<file path="src/rtl/lane_signal_sequencer.sv">
`default_nettype none
// ============================================================================
// Module      : lane_signal_sequencer
// Description : Drives per-lane red/yellow/green lamps from a go vector,
//               inserting timed yellow and all-red phases on dropped lanes.
// Revision    : 1.0 - initial release
// ============================================================================
module lane_signal_sequencer #(
    parameter int NUM_LANES    = 8,
    parameter int YELLOW_TIME  = 3,
    parameter int ALL_RED_TIME = 2,
    parameter int CNT_W        = 4
) (
    input  logic                 clk,
    input  logic                 rst,
    input  logic [NUM_LANES-1:0] grantIn,
    output logic [NUM_LANES-1:0] red,
    output logic [NUM_LANES-1:0] yellow,
    output logic [NUM_LANES-1:0] green,
    output logic                 busy,
    output logic                 changeDone
);

    localparam logic [1:0] c_HOLD   = 2'd0;
    localparam logic [1:0] c_YELLOW = 2'd1;
    localparam logic [1:0] c_ALLRED = 2'd2;

    localparam logic [CNT_W-1:0] c_YELLOW_LOAD = CNT_W'(YELLOW_TIME - 1);
    localparam logic [CNT_W-1:0] c_ALLRED_LOAD =
        (ALL_RED_TIME > 0) ? CNT_W'(ALL_RED_TIME - 1) : '0;

    logic [1:0]           r_state;
    logic [NUM_LANES-1:0] r_applied;
    logic [NUM_LANES-1:0] r_target;
    logic [CNT_W-1:0]     r_cnt;

    logic [1:0]           w_nextState;
    logic [NUM_LANES-1:0] w_nextApplied;
    logic [NUM_LANES-1:0] w_nextTarget;
    logic [CNT_W-1:0]     w_nextCnt;
    logic                 w_nextDone;
    logic [NUM_LANES-1:0] w_drop;
    logic [NUM_LANES-1:0] w_nextRed;
    logic [NUM_LANES-1:0] w_nextYellow;
    logic [NUM_LANES-1:0] w_nextGreen;

    assign w_drop = r_applied & ~grantIn;

    always_comb begin
        w_nextState   = r_state;
        w_nextApplied = r_applied;
        w_nextTarget  = r_target;
        w_nextCnt     = r_cnt;
        w_nextDone    = 1'b0;
        case (r_state)
            c_HOLD: begin
                if (grantIn != r_applied) begin
                    // Pure additions need no clearance and apply immediately
                    if (w_drop == '0) begin
                        w_nextApplied = grantIn;
                        w_nextDone    = 1'b1;
                    end else begin
                        w_nextTarget = grantIn;
                        w_nextCnt    = c_YELLOW_LOAD;
                        w_nextState  = c_YELLOW;
                    end
                end
            end
            c_YELLOW: begin
                if (r_cnt != '0) begin
                    w_nextCnt = r_cnt - CNT_W'(1);
                end else if (ALL_RED_TIME > 0) begin
                    w_nextCnt   = c_ALLRED_LOAD;
                    w_nextState = c_ALLRED;
                end else begin
                    w_nextApplied = r_target;
                    w_nextDone    = 1'b1;
                    w_nextState   = c_HOLD;
                end
            end
            c_ALLRED: begin
                if (r_cnt != '0) begin
                    w_nextCnt = r_cnt - CNT_W'(1);
                end else begin
                    w_nextApplied = r_target;
                    w_nextDone    = 1'b1;
                    w_nextState   = c_HOLD;
                end
            end
            default: begin
                w_nextState = c_HOLD;
            end
        endcase
    end

    // Lamps are decoded from next-cycle state so the registered outputs
    // line up with the state/applied/target they describe.
    always_comb begin
        w_nextRed    = '1;
        w_nextYellow = '0;
        w_nextGreen  = '0;
        case (w_nextState)
            c_HOLD: begin
                w_nextGreen = w_nextApplied;
                w_nextRed   = ~w_nextApplied;
            end
            c_YELLOW: begin
                w_nextYellow = w_nextApplied & ~w_nextTarget;
                w_nextGreen  = w_nextApplied & w_nextTarget;
                w_nextRed    = ~w_nextApplied;
            end
            c_ALLRED: begin
                w_nextGreen = w_nextApplied & w_nextTarget;
                w_nextRed   = ~(w_nextApplied & w_nextTarget);
            end
            default: begin
                w_nextRed = '1;
            end
        endcase
    end

    always_ff @(posedge clk) begin
        if (rst) begin
            r_state    <= c_HOLD;
            r_applied  <= '0;
            r_target   <= '0;
            r_cnt      <= '0;
            red        <= '1;
            yellow     <= '0;
            green      <= '0;
            busy       <= 1'b0;
            changeDone <= 1'b0;
        end else begin
            r_state    <= w_nextState;
            r_applied  <= w_nextApplied;
            r_target   <= w_nextTarget;
            r_cnt      <= w_nextCnt;
            red        <= w_nextRed;
            yellow     <= w_nextYellow;
            green      <= w_nextGreen;
            busy       <= (w_nextState != c_HOLD);
            changeDone <= w_nextDone;
        end
    end

endmodule
`default_nettype wire

</file>
<file path="config.mk">
export PLATFORM = sky130hd
export DESIGN_NAME = lane_signal_sequencer
export DESIGN_NICKNAME = d
export VERILOG_FILES = /design/src/rtl/lane_signal_sequencer.sv
export SDC_FILE = /design/constraint.sdc
export NUM_CORES = 1
export LEC_CHECK = 0
export ABC_AREA = 1
export CAP_MARGIN = 10
export CELL_PAD_IN_SITES_DETAIL_PLACEMENT = 0
export CELL_PAD_IN_SITES_GLOBAL_PLACEMENT = 1
export CORE_ASPECT_RATIO = 2
export CORE_MARGIN = 2
export CORE_UTILIZATION = 38
export CTS_CLUSTER_SIZE = 24
export DETAILED_ROUTE_END_ITERATION = 16
export PLACE_DENSITY = 0.77
export SYNTH_ARGS = -nofsm -noshare
export SYNTH_HDL_FRONTEND = slang
export SYNTH_SLANG_ARGS = --single-unit
</file>
<file path="constraint.sdc">
create_clock -name clk -period 3.1 [get_ports clk]
set_input_delay 0.465 -clock clk [delete_from_list [all_inputs] [get_ports clk]]
set_output_delay 0.465 -clock clk [all_outputs]
set_load 0.05 [all_outputs]
</file>
==> summary.txt <==
status: finished, final reports clean
area growth from synthesis to layout: 26.8%
final hold vios: 0
core area: 6520 sq um
gr ovfl total: 0
fin crit period: 2650 ps
Buffers on Ports: 35
worst hold slack: 472 ps
post-route DRC violation count: 0
Worst-Skew Late Latency: 290 ps
Initial Utilization: 38.6%
Final setup violation count: 0
Max Clock Skew: 3.46 ps
CTS buffer count: 5
htree depth: 2
first-pass GRT wire length: 10500 um
max-slew violation count: 0
synthesized instance count: 374
Critical Path RT: 3290 ps
routability cong.: 0.815
drt via density: 4.68
Cell Rows: 42
crit end category: flop
WP data arrival: 2840 ps
clk buf depth: 2
Synthesized Nets: 403
Die Width: 61.5 um
relative slew slack: 59.2%
area leader, netlist: dfxtp_1
full die area: 7320 sq um
area of the multi-input gates: 1270 sq um
CTS-repair resized insts: 0
antenna cells: 0
Area contributors post-synth: dfxtp_1 (38%), nand2_1 (18%), ha_1 (9.5%), inv_1 (9.4%), nor2_1 (6.4%)
sequential cell area: 961 sq um
crit path max fanout: 8
initial antenna violation count: 0
Final period util: 85.6%
Routed WL per cell: 12.7 um
die height: 119 um
mean area per synthesized cell: 6.72 sq um
Post-DP HPWL: 4620 um
CTS tree: built
pin count of the biggest net entering global routing: 22
FILL cells: 689
Hold Crit Class: flop to flop
post-layout util: 48.9%
vias in the first global route: 2290
RSZ-0062 raised after global routing: no
Iter 0 DRT Violations: 93
number of synthesized register bits: 48
CP startpoint kind: input pin
remaining antenna violation count: 0
kind of critical path: input pin to flop
commonest cells after routing, fill and taps aside: nand2_1 (119), inv_1 (63), dfxtp_1 (48)
Setup TNS: 0 ps
clk slew on worst S/H paths: 60 ps
sequential fraction of the synthesis area: 38.2%
top cell type's share of synthesized area: 38.2%
yosys warns: 0
Root Buffer: clkbuf_16
layout cell share with drive strength beyond 1: 9.22%
CTS Hold Buffers Added: 0
final wirelength: 6490 um
Yosys cell types: 22
commonest non-fill, non-tap cell in the layout: nand2_1
via count: 2391
Post-Syn Area: 2510 sq um
Post-CTS Setup Inserts: 0
MaxCap Viol Count: 0
Total Routing Usage GR: 19.3%
Tightest Pin Transition: 610 ps
I/O pin count: 36
first-pass iteration count of the detailed router: 4
CTS Sinks: 48
Layout Nets: 451
max frequency: 0.377 GHz
-- cell type report --
type	count	area share, %
tap	88	3.45
timing repair buffer	50	14.5
clock inverter	3	0.589
inverter	65	7.65
clock buffer	5	3.92
sequential	48	30.1
multi-input combinational	252	39.7
-- final timing paths --
check / start / to / slack [ps] / cells after the start
worst max-delay path: grantIn[3] / red[5] / 450 / 17
worst min-delay path: r_cnt[0] / r_cnt[0] / 470 / 2
worst max register to register: r_state[0] / red[5] / 790 / 13
worst min register to register: r_cnt[0] / r_cnt[0] / 470 / 2
-- per-layer routing --
metal | vias to the layer above | track usage [%] | part of all wire (%)
met5 | - | 0 | 0
met4 | 0 | 8.38 | 1.9
met3 | 9 | 4.13 | 5.3
met2 | 68 | 32.4 | 52
met1 | 1076 | 22.5 | 41
li1 | 1238 | - | -
-- cell usage after synthesis (all sizes together) --
library cell  count
nand2           125
inv              65
dfxtp            48
nor2             46
nand3            23
ha               19
nand4            16
nor3              9
a21oi             8
buf               5
clkbuf            4
o21ai             3
xor2              2
or2               1
-- flip-flops by register name, indices dropped and copies added, names as in the netlist --
| register | flops |
|---|---|
| red | 8 |
| busy | 1 |
| r_cnt | 4 |
| r_target | 8 |
| r_state | 2 |
| yellow | 8 |
| changeDone | 1 |
| r_applied | 8 |
| green | 8 |
-- metrics by stage --
stage               cell area [sq um]  instances  worst slack, ps
floorplan                        2510        374              509
global placement                 3040        503              211
detailed placement               3040        503              159
CTS                              3190        511              466
global route                     3190        511              210
finish                           3190        511              447
-- critical path, cell delays in order --
cell             delay (ps)
clkdlybuf4s50_1         490
inv_1                    70
ha_1                    200
nor2_1                  120
nand2_1                  80
nor2_2                  120
inv_2                    60
nand2_1                  60
nand2_1                  60
nand2_1                  70
nand3_1                 140
ha_1                    230
or2_2                   410
nand3_1                 130
nand2_1                  60
inv_1                    50
nand2_1                  40
-- kinds of logic after synthesis --
logic type / Yosys count / share of synthesized area (%)
and+or+nand+nor: 220 / 38.0
buffers and inverters: 74 / 11.4
DFF: 48 / 38.2
adders and majority gates: 19 / 9.45
AOI/OAI and AO/OA: 11 / 2.19
xor gates and xnor gates: 2 / 0.697
Power is not shown: default switching activity piles up to over one toggle a cycle in this logic, so the estimate is an artifact.
